<file path="src/rtl/div_pkg.sv">
// Shared definitions for the sequential 4-bit restoring divider.
//   state_t   : controller state encoding (IDLE / CALC / DONE)
//   W, ITER   : operand width and number of quotient-bit iterations
//   DBZ_QUOT  : quotient reported for a divide-by-zero request
package div_pkg;
  localparam int W    = 4;
  localparam int ITER = 4;

  localparam logic [W-1:0] DBZ_QUOT = 4'hF;

  typedef enum logic [1:0] {
    IDLE = 2'd0,
    CALC = 2'd1,
    DONE = 2'd2
  } state_t;
endpackage

</file>
<file path="src/rtl/fourbit_subtractor.sv">
// Combinational 4-bit subtractor with borrow.
//   x, y  : minuend, subtrahend
//   bin   : borrow in
//   diff  : x - y - bin (mod 16)
//   bout  : borrow out, set when x < y + bin
module fourbit_subtractor (
  input  logic [3:0] x,
  input  logic [3:0] y,
  input  logic       bin,
  output logic [3:0] diff,
  output logic       bout
);
  logic [4:0] t;

  assign t    = {1'b0, x} - {1'b0, y} - {4'b0000, bin};
  assign diff = t[3:0];
  assign bout = t[4];
endmodule

</file>
<file path="src/rtl/seq_divider4_ctrl.sv">
// Sequential restoring divider, 4-bit unsigned operands. One shared
// fourbit_subtractor performs one trial subtraction per quotient bit.
//   clk, rst            : clock, synchronous active-high reset
//   start               : request, sampled only while ready
//   dividend, divisor   : operands, captured on an accepted start
//   ready / busy / done : IDLE / CALC / DONE state indications
//   quotient, remainder : results, updated on entry to DONE and held
//   dbz                 : divide-by-zero flag, valid with done
module seq_divider4_ctrl #(
  parameter int W = 4
) (
  input  logic         clk,
  input  logic         rst,
  input  logic         start,
  input  logic [W-1:0] dividend,
  input  logic [W-1:0] divisor,
  output logic         ready,
  output logic         busy,
  output logic         done,
  output logic [W-1:0] quotient,
  output logic [W-1:0] remainder,
  output logic         dbz
);
  import div_pkg::*;

  state_t       state, state_n;
  logic [1:0]   cnt;
  logic [W-1:0] r, q, d;
  logic [W-1:0] s, diff, r_n, q_n;
  logic         bout;

  // Shift the next dividend bit into the partial remainder, then try D.
  assign s = {r[W-2:0], q[W-1]};

  fourbit_subtractor u_sub (
    .x    (s),
    .y    (d),
    .bin  (1'b0),
    .diff (diff),
    .bout (bout)
  );

  // bout doubles as "S < D": restore on borrow, keep the difference otherwise.
  assign r_n = bout ? s : diff;
  assign q_n = {q[W-2:0], ~bout};

  always_ff @(posedge clk) begin
    if (rst) state <= IDLE;
    else     state <= state_n;
  end

  always_comb begin
    state_n = state;
    case (state)
      IDLE:    if (start) state_n = (divisor == '0) ? DONE : CALC;
      CALC:    if (cnt == 2'd0) state_n = DONE;
      DONE:    state_n = IDLE;
      default: state_n = IDLE;
    endcase
  end

  assign ready = (state == IDLE);
  assign busy  = (state == CALC);
  assign done  = (state == DONE);

  always_ff @(posedge clk) begin
    if (rst) begin
      cnt       <= '0;
      r         <= '0;
      q         <= '0;
      d         <= '0;
      quotient  <= '0;
      remainder <= '0;
      dbz       <= 1'b0;
    end else begin
      case (state)
        IDLE: if (start) begin
          if (divisor != '0) begin
            r   <= '0;
            q   <= dividend;
            d   <= divisor;
            cnt <= 2'(ITER - 1);
            dbz <= 1'b0;
          end else begin
            // Divide by zero bypasses the datapath entirely.
            quotient  <= DBZ_QUOT;
            remainder <= dividend;
            dbz       <= 1'b1;
          end
        end
        CALC: begin
          r   <= r_n;
          q   <= q_n;
          cnt <= cnt - 2'd1;
          // Last iteration: publish the freshly computed values so the
          // results are valid in the same cycle done is high.
          if (cnt == 2'd0) begin
            quotient  <= q_n;
            remainder <= r_n;
          end
        end
        default: ;
      endcase
    end
  end
endmodule

</file>
<file path="config.mk">
export PLATFORM = sky130hd
export DESIGN_NAME = seq_divider4_ctrl
export DESIGN_NICKNAME = d
export VERILOG_FILES = /design/src/rtl/div_pkg.sv /design/src/rtl/fourbit_subtractor.sv /design/src/rtl/seq_divider4_ctrl.sv
export SDC_FILE = /design/constraint.sdc
export NUM_CORES = 1
export LEC_CHECK = 0
export CORE_MARGIN = 1.5
export CORE_UTILIZATION = 50
export DETAILED_ROUTE_END_ITERATION = 10
export GPL_TIMING_DRIVEN = 0
export PLACE_DENSITY = 0.78
export SLEW_MARGIN = 20
export SYNTH_ARGS = -nofsm -noshare
export SYNTH_HDL_FRONTEND = slang
export SYNTH_SLANG_ARGS = --single-unit
</file>
<file path="constraint.sdc">
create_clock -name clk -period 4.5 [get_ports clk]
set_input_delay 0.9 -clock clk [delete_from_list [all_inputs] [get_ports clk]]
set_output_delay 0.9 -clock clk [all_outputs]
set_load 0.01 [all_outputs]
</file>
==> results.yml <==
timing:
  clock_skew_ps: 3.12
  post-route-min-period_ps: 3040
  report.final.setup_viol: 0
  worst_slew_pin_slew_ps: 587
  slew_viol_final: 0
  timing.slew.headroom: 0.609
  grt_setup_unrepaired: "false"
  hold_viol_final: 0
  fmax_ghz: 0.329
  timing.final.crit_share: 0.676
  final.setup.tns_ps: 0
layout:
  finish.utilization: 0.672
  most-common-layout-cells: "nor2_1, dfxtp_1, clkdlybuf4s50_1, nand2_1, a21oi_1"
  area_delta_synth_final_pct: 26.1
  nNetsFinal: 186
  drive_above_1_share: 0.0595
  antenna_cells: 0
synthesis:
  seq_area_frac_synth: 0.408
  synthFlopType: "dfxtp_1"
  syn-instance-count: 142
  netlist_top_cells_area: "dfxtp_1, nor2_1, a311oi_1"
  synth.distinct_cells: 33
  yosysTopAreaCell: "dfxtp_1"
  yosysWarnings: 0
  synth-async-reset-ratio: 0
  synth_nets: 159
  syn_area_sq_um: 1180
  synth_edf_count: 0
  synth-seq-cells: 24
  synth_top_area_share: 0.408
  syn_avg_cell_area_sq_um: 8.30
worst_setup_path:
  startpoint_type: "flip-flop"
  rr_startpoint: "q[3]"
  worstRegToRegCells: 9
  cp_max_fo: 10
  critical_path.top_delay_family: "buffers and inverters"
  crit_path_max_incr_delay_ps: 630
  cp_slowest_cell: "clkdlybuf4s50_1"
  required_ps: 3600
  endpoint_kind: "output port"
  worstSetupPathType: "flip-flop to output port"
  reg2reg_setup_slack_ps: 1980
  crit_buf_inv: 3
  cp.arrival_ps: 2140
  path_cells: "nand2b_1, inv_1, clkbuf_1, clkdlybuf4s50_1"
  r2r-end: "remainder[1]"
clock_network:
  ctsHtreeMaxLevel: 1
  numCtsBuffers: 3
  clock_path_buffers: 2
  clk_latency_ps: 320
  path_clk_slew_ps: 140
  holdBufCountCts: 0
  cts_tree: "built"
  clock_sinks: 24
  post_cts_buffers: 0
  cts_resized: 0
  clock-root-buffer: "clkbuf_4"
global_route:
  grt_pass1_wl_um: 4550
  grt_util_all_layers: 0.233
  first_global_vias: 1026
  grt_start_max_net_pins: 15
  grt_remaining_overflow: 0
  antenna_found_initial: 0
route:
  drc_errors: 0
  avgRoutedWirePerCell_um: 13.6
  ant_nets: 0
  routed_wl_um: 2660
  vias: 1106
  drt_iter0_markers: 11
  firstDrtPassIters: 4
  viasPerCell: 5.64
status:
  status: "finished clean"
power_and_ir_drop:
  p_per_area_nw_per_um2: 367
  fin_total_pwr_w: 0.000546
  comb_power_share: 0.260
  p_leak_nw: 0.558
  p_sw_w: 0.000157
  vdd_drop_max_mv: 0.270
  p_int_w: 0.000388
  swShare: 0.288
  seqPwrFrac: 0.448
  power_frac_clock: 0.292
die:
  core_sq_um: 2210
  die_h_um: 51.6
  fp.dieW_um: 51.6
  dieArea_sq_um: 2660
  ioPinCount: 23
  start_util: 0.533
  fp-row-count: 17
min_path:
  holdPathStages: 2
  hold_end: "cnt[0]"
  hold_class: "flip-flop to flip-flop"
  min_from: "cnt[0]"
placement:
  hpwl_um: 1930
  portBuffers: 22
  place.gp.congestion: 0.859
run:
  maxCapViolCount: 0
-- cells in the mapped netlist, types with 2 or more instances --
cell type,instances
nor2b_1,3
a311oi_1,8
a211oi_1,4
inv_1,10
nor4_1,3
a31oi_1,3
nor2_1,24
mux2i_1,2
clkbuf_1,5
a21oi_1,13
ha_1,5
nand2b_1,2
nand2_1,17
dfxtp_1,24
-- power groups by stage --
stage	registers, W	logic [W]	clock network, W
2_1_floorplan	0.000251	0.0000857	0
4_1_cts	0.000244	0.000142	0.000160
6_report	0.000244	0.000142	0.000159
3_5_place_dp	0.000249	0.000140	0
3_3_place_gp	0.000249	0.000137	0
5_1_grt	0.000247	0.000158	0.000171
-- logic make-up after synthesis --
kind of cell | after synthesis | synth area share
AND/OR/NAND/NOR | 56 | 0.223
adder cells (fa/ha/maj) | 6 | 0.0701
XOR/XNOR | 1 | 0.00743
AO/OA/AOI/OAI | 35 | 0.204
buffers and inverters | 17 | 0.0616
multiplexers | 3 | 0.0265
flip-flops | 24 | 0.408
-- flip-flops by register name (all words and copies together) (netlist names) --
signal     cells
state          2
d              4
q              4
cnt            2
r              3
quotient       4
dbz            1
remainder      4
-- worst max-delay path by stage --
stage          startpoint           end  slack [ps]  depth (start not counted)
3_5_place_dp        start   quotient[1]        1520                          6
3_3_place_gp   divisor[0]  remainder[3]        1560                          6
4_1_cts          state[1]          busy        1480                          4
2_1_floorplan  divisor[0]  remainder[3]        2140                          5
5_1_grt          state[1]          busy        1350                          4
6_report         state[1]          busy        1460                          4
-- area by class of cell --
| class | instances | area (sq um) |
|---|---|---|
| fillers | 201 | 726 |
| multi-input cells | 101 | 626 |
| flip-flops and latches | 24 | 480 |
| repair buffers | 22 | 220 |
| inverters | 10 | 37.5 |
| plain buffers | 7 | 35.0 |
| well taps | 28 | 35.0 |
| clock inverters | 1 | 30.0 |
| clock buffers | 3 | 22.5 |
-- through the flow --
step / hold slack, ps / std cells / instance area [sq um] / worst slack, ps
2_1_floorplan: 432 / 142 / 1180 / 2140
3_3_place_gp: 444 / 192 / 1430 / 1560
3_5_place_dp: 457 / 192 / 1430 / 1520
4_1_cts: 475 / 196 / 1490 / 1480
5_1_grt: 501 / 196 / 1490 / 1350
6_report: 472 / 196 / 1490 / 1460
-- worst register-to-register path, delay by kind of cell, from the launching register on --
kind	cells	cell delay, ps
AND/OR/NAND/NOR	1	160
adder cells (fa/ha/maj)	2	600
multiplexers	1	390
AO/OA/AOI/OAI	2	590
buffers and inverters	3	370
flip-flops	1	350
-- per-layer routing --
metal	global-route usage	share of wire	routed length, um	vias to the layer above
met4	0.114	0.018	47	0
met5	0	0	0	-
met1	0.307	0.50	1320	518
met3	0.0345	0.025	67	4
li1	-	-	-	559
met2	0.374	0.46	1220	25
(Power assumes the default switching activity.)
==> RTL edit 1: new RTL, same flow settings <==
The 3 states of `state_t` get a one-hot encoding in 3 bits.
--- a/src/rtl/div_pkg.sv
+++ b/src/rtl/div_pkg.sv
@@ -8,10 +8,10 @@
 
   localparam logic [W-1:0] DBZ_QUOT = 4'hF;
 
-  typedef enum logic [1:0] {
-    IDLE = 2'd0,
-    CALC = 2'd1,
-    DONE = 2'd2
+  typedef enum logic [2:0] {
+    IDLE = 3'b001,
+    CALC = 3'b010,
+    DONE = 3'b100
   } state_t;
 endpackage
 
Function: no difference found for any inputs over 10 cycles, from zero or initial values and one cycle with rst high; not proved beyond that.
==> RTL edit 1 against the unedited design <==
Power decreased by 20%; hold slack got worse by 17 ps; final area increased by 0.17%; area after synthesis increased by 3.0%; register-to-register slack improved by 140 ps; sequential cell count increased by 1; worst setup slack got worse by 19 ps; wire length increased by 9.4%.
==> RTL edit 1: results (changes against the unedited design) <==
Synth
  • Area contributors post-synth: dfxtp_1, ha_1, a311oi_1, nor2_1, a21oi_1 (was dfxtp_1, nor2_1, a311oi_1, a21oi_1, nand2_1)
  • Post-Syn Instances: 136 (was 142)
  • Syn Nets: 153 (was 159)
  • Ys async rst share: 0% (unchanged)
  • Synthesis warning total: 0 (unchanged)
  • Post-synth cell types: 37 (was 33)
  • Top post-synthesis cells by count: dfxtp_1, nor2_1, a21oi_1, nand2_1, inv_1 (was dfxtp_1, nor2_1, nand2_1, a21oi_1, inv_1)
  • Sequential-to-total area share from yosys stat: 41.2% (was 40.8%)

Worst hold path
  • Worst hold path stage count: 1 (was 2)

Critical path
  • R2r endpoint: remainder[0] (was remainder[1])
  • Worst r2r path cells: 8 (was 9)
  • CP max FO: 8 (was 10)
  • Worst Path Arrival: 2160 ps (was 2140 ps)
  • Max incr delay on CP: 570 ps (was 630 ps)
  • Reg2reg setup slack: 2120 ps (was 1980 ps)

Drt
  • Routed wire length: 2.91 mm (was 2.66 mm)
  • Total number of vias: 1,135 (was 1,106)
  • DRT iter0 DRCs: 39 (was 11)
  • Via/cell ratio: 6.01 (was 5.64)

Pwr
  • NetSw: 0.126 mW (was 0.157 mW)
  • Power Internal: 0.313 mW (was 0.388 mW)
  • Peak VDD IR: 0.000208 V (was 0.000270 V)
  • P_clk: 0.102 mW (was 0.159 mW)
  • Leak: 0.557 nW (was 0.558 nW)

Run status
  • Status: finished, final reports clean (unchanged)

Global route
  • Largest net degree at the start of global routing: 16 (was 15)
  • Global Route Usage Sum: 24.2% (was 23.3%)
  • First-pass GRT wire length: 4.91 mm (was 4.55 mm)

Finish
  • Register area: 500 um^2 (was 480 um^2)
  • Nets: 179 (was 186)
  • Share of post-route cells with drive strength above 1: 7.45% (was 5.95%)
  • FILL cells: 211 (was 201)

Clocking
  • TritonCTS buffer count: 3 (unchanged)
  • CTS resizes: 0 (unchanged)
  • Postcts setup bufs: 0 (unchanged)

Placed design
  • Post-DP HPWL: 2.21 mm (was 1.93 mm)
  • Port buffer count: 21 (was 22)
  • Dpl ws: 1550 ps (was 1520 ps)
  • DP Area: 0.00146 mm^2 (was 0.00143 mm^2)
  • Placed insts: 185 (was 192)
  • Gpl congestion: 0.817 (was 0.859)

STA
  • Layout Skew: 8.95 ps (was 3.12 ps)
  • Slew headroom: 69.2% (was 60.9%)
  • Min Hold Slack: 456 ps (was 472 ps)
  • Final worst setup slack: 1440 ps (was 1460 ps)
RTL edit 1: metal layers:
metal	up-vias	global-route usage, %	share of wire, %
li1	560	-	-
met3	4	3.71	4.6
met5	-	0	0
met4	0	8.55	1.2
met2	30	41.1	49
met1	541	31.0	45
RTL edit 1: worst register-to-register path, stage by stage, from the launching register on:
cell	delay, ps
dfxtp_1	350
inv_1	60
ha_1	170
inv_1	70
fa_1	430
a211oi_1	420
nor2_1	190
a211o_1	350
a311oi_1	250
RTL edit 1: cell type report:
cell class / count / area share (%)
timing repair buffer: 21 / 14.1
clock buffer: 3 / 1.51
sequential: 25 / 33.6
buffer: 8 / 2.69
inverter: 9 / 2.27
multi-input combinational: 94 / 42.9
tap: 28 / 2.35
clock inverter: 1 / 0.504
RTL edit 1: cells by family after synthesis:
logic type / synth area share, %
buffers and inverters: 6.08
AND/OR/NAND/NOR: 21.5
flip-flops: 41.2
adder cells (fa/ha/maj): 6.80
XOR/XNOR: 0.722
AO/OA/AOI/OAI: 23.6
==> RTL edit 2: new RTL, config.mk and constraints unchanged <==
Without the edit above. Reset style: asynchronous (`rst`), changed in 2 clocked blocks. Comments in the files are not updated.
--- a/src/rtl/seq_divider4_ctrl.sv
+++ b/src/rtl/seq_divider4_ctrl.sv
@@ -44,7 +44,7 @@
   assign r_n = bout ? s : diff;
   assign q_n = {q[W-2:0], ~bout};
 
-  always_ff @(posedge clk) begin
+  always_ff @(posedge clk or posedge rst) begin
     if (rst) state <= IDLE;
     else     state <= state_n;
   end
@@ -63,7 +63,7 @@
   assign busy  = (state == CALC);
   assign done  = (state == DONE);
 
-  always_ff @(posedge clk) begin
+  always_ff @(posedge clk or posedge rst) begin
     if (rst) begin
       cnt       <= '0;
       r         <= '0;
Check against the original RTL: differs if rst is asserted again (counterexample within 4 cycles, from zero or initial values and one cycle with rst high); with rst held inactive, the same outputs for 10 cycles.
==> RTL edit 2 against the unedited design <==
Final area grew 4.5%; first-iteration DRC count grew 110%; register-to-register slack gained 140 ps; wire length shrank 0.26%; worst setup slack gained 110 ps; area after synthesis grew 5.6%; sequential cell count is the same; critical path type unchanged; largest cell class is now flip-flops and latches.
Power is not compared: it rests on default switching activity, and its combinational part moved more than twofold at a synthesized area within 25%.
==> RTL edit 2: results (changes against the unedited design) <==
Run status
  • Status: finished, final reports clean (unchanged)

Critical path
  • Critical Path Slowest Stage Cell: clkdlybuf4s50_1 (unchanged)
  • Max incr delay on CP: 550 ps (was 630 ps)
  • Worst Path Arrival: 2030 ps (was 2140 ps)
  • CP max FO: 9 (was 10)
  • Reg2reg setup slack: 2120 ps (was 1980 ps)

Global route
  • GR Util met3: 3.11% (was 3.45%)
  • Met2 usage: 38.8% (was 37.4%)
  • Global Route Usage Sum: 22.7% (was 23.3%)
  • First-pass GRT wire length: 4.64 mm (was 4.55 mm)
  • Number of global-route vias before repair: 1,029 (was 1,026)
  • Largest net degree at the start of global routing: 25 (was 15)
  • Routing usage on met1: 30.1% (was 30.7%)

Placed design
  • Port buffer count: 22 (unchanged)
  • Gpl congestion: 0.802 (was 0.859)
  • Post-DP HPWL: 2.00 mm (was 1.93 mm)
  • Placed insts: 177 (was 192)

Drt
  • Via/cell ratio: 5.83 (was 5.64)
  • Routed wire length: 2.65 mm (was 2.66 mm)
  • Routed WL per cell: 14.6 um (was 13.6 um)
  • DRT iter0 DRCs: 23 (was 11)

Synth
  • Sequential-to-total area share from yosys stat: 48.2% (was 40.8%)
  • Area contributors post-synth: dfrtp_1, mux2_2, a21oi_1, ha_1, nand2_1 (was dfxtp_1, nor2_1, a311oi_1, a21oi_1, nand2_1)
  • Top post-synthesis cells by count: dfrtp_1, a21oi_1, nand2_1, nor2_1, inv_1 (was dfxtp_1, nor2_1, nand2_1, a21oi_1, inv_1)
  • Post-Syn Instances: 127 (was 142)
  • Syn Nets: 144 (was 159)
  • Ys async rst share: 100% (was 0%)
  • Post-synth cell types: 34 (was 33)

Clocking
  • Worst-Skew Late Latency: 330 ps
  • Clk root buf: clkbuf_4 (unchanged)

STA
  • Layout Skew: 9.35 ps (was 3.12 ps)
  • Slew headroom: 40.1% (was 60.9%)

Finish
  • Nets: 171 (was 186)
  • Share of post-route cells with drive strength above 1: 7.84% (was 5.95%)
  • FILL cells: 184 (was 201)
## RTL edit 2: changes by cell type after synthesis, sizes merged, moves of 3 or more
cell | unedited run | this run
clkbuf | 5 | 2
nor2 | 24 | 11
nand2 | 17 | 12
dfxtp | 24 | 0
mux2 | 1 | 6
a311oi | 8 | 0
dfrtp | 0 | 24
nor2b | 3 | 0
o21ai | 1 | 5
## RTL edit 2: final timing paths
kind	startpoint	endpoint	cells past startpoint
min	d[3]	d[3]	1
min in group asynchronous	rst	cnt[0]	2
max	state[1]	done	4
max reg2reg	q[3]	remainder[2]	8
min reg2reg	d[3]	d[3]	1
max in group asynchronous	rst	d[2]	2
## RTL edit 2: critical path, delay by kind of cell, from the launching register on
kind	cells	cell delay [ps]
AND/OR/NAND/NOR	1	180
flip-flops	1	350
buffers and inverters	3	1170
## RTL edit 2: through the flow
step	cell area, um^2	hold WS [ps]	total power [mW]	util [%]	setup WS (ps)
4_1_cts	1550	525	1.21	68.2	1580
6_report	1550	524	1.21	68.2	1570
3_5_place_dp	1500	495	1.05	65.9	1570
2_1_floorplan	1240	479	0.826	-	2110
5_1_grt	1550	549	1.32	68.2	1450
3_3_place_gp	1500	491	1.02	65.9	1560
## RTL edit 2: cell type report
type	instances	share of cell area (%)
clock inverters	1	1.93
repair buffers	22	14.2
inverters	12	2.90
well taps	28	2.26
multi-input cells	89	38.1
plain buffers	2	0.483
flip-flops and latches	24	38.7
clock buffers	3	1.45
## RTL edit 2: routing by layer
layer	routed length (um)	part of all wire, %
met1	1210	46
met2	1290	49
met3	113	4.3
met4	27	1.0
met5	0	0
## RTL edit 2: power by group
part           switching [mW]  total, mW  leakage (nW)  internal [mW]
Sequential             0.0635      0.383         0.277          0.319
Combinational           0.358      0.669         0.370          0.311
Clock                  0.0696      0.160        0.0279         0.0902
## RTL edit 2: logic make-up (layout without fill, tap and decap cells)
kind of cell / count (synthesis) / after routing / share of synthesized area (%)
compound gates: 38 / 38 / 19.8
xor+xnor: 1 / 1 / 0.704
fa+ha+maj: 6 / 6 / 6.63
flops: 24 / 24 / 48.2
buf+inv: 14 / 40 / 4.22
mux: 6 / 6 / 5.43
simple gates: 38 / 38 / 15.0
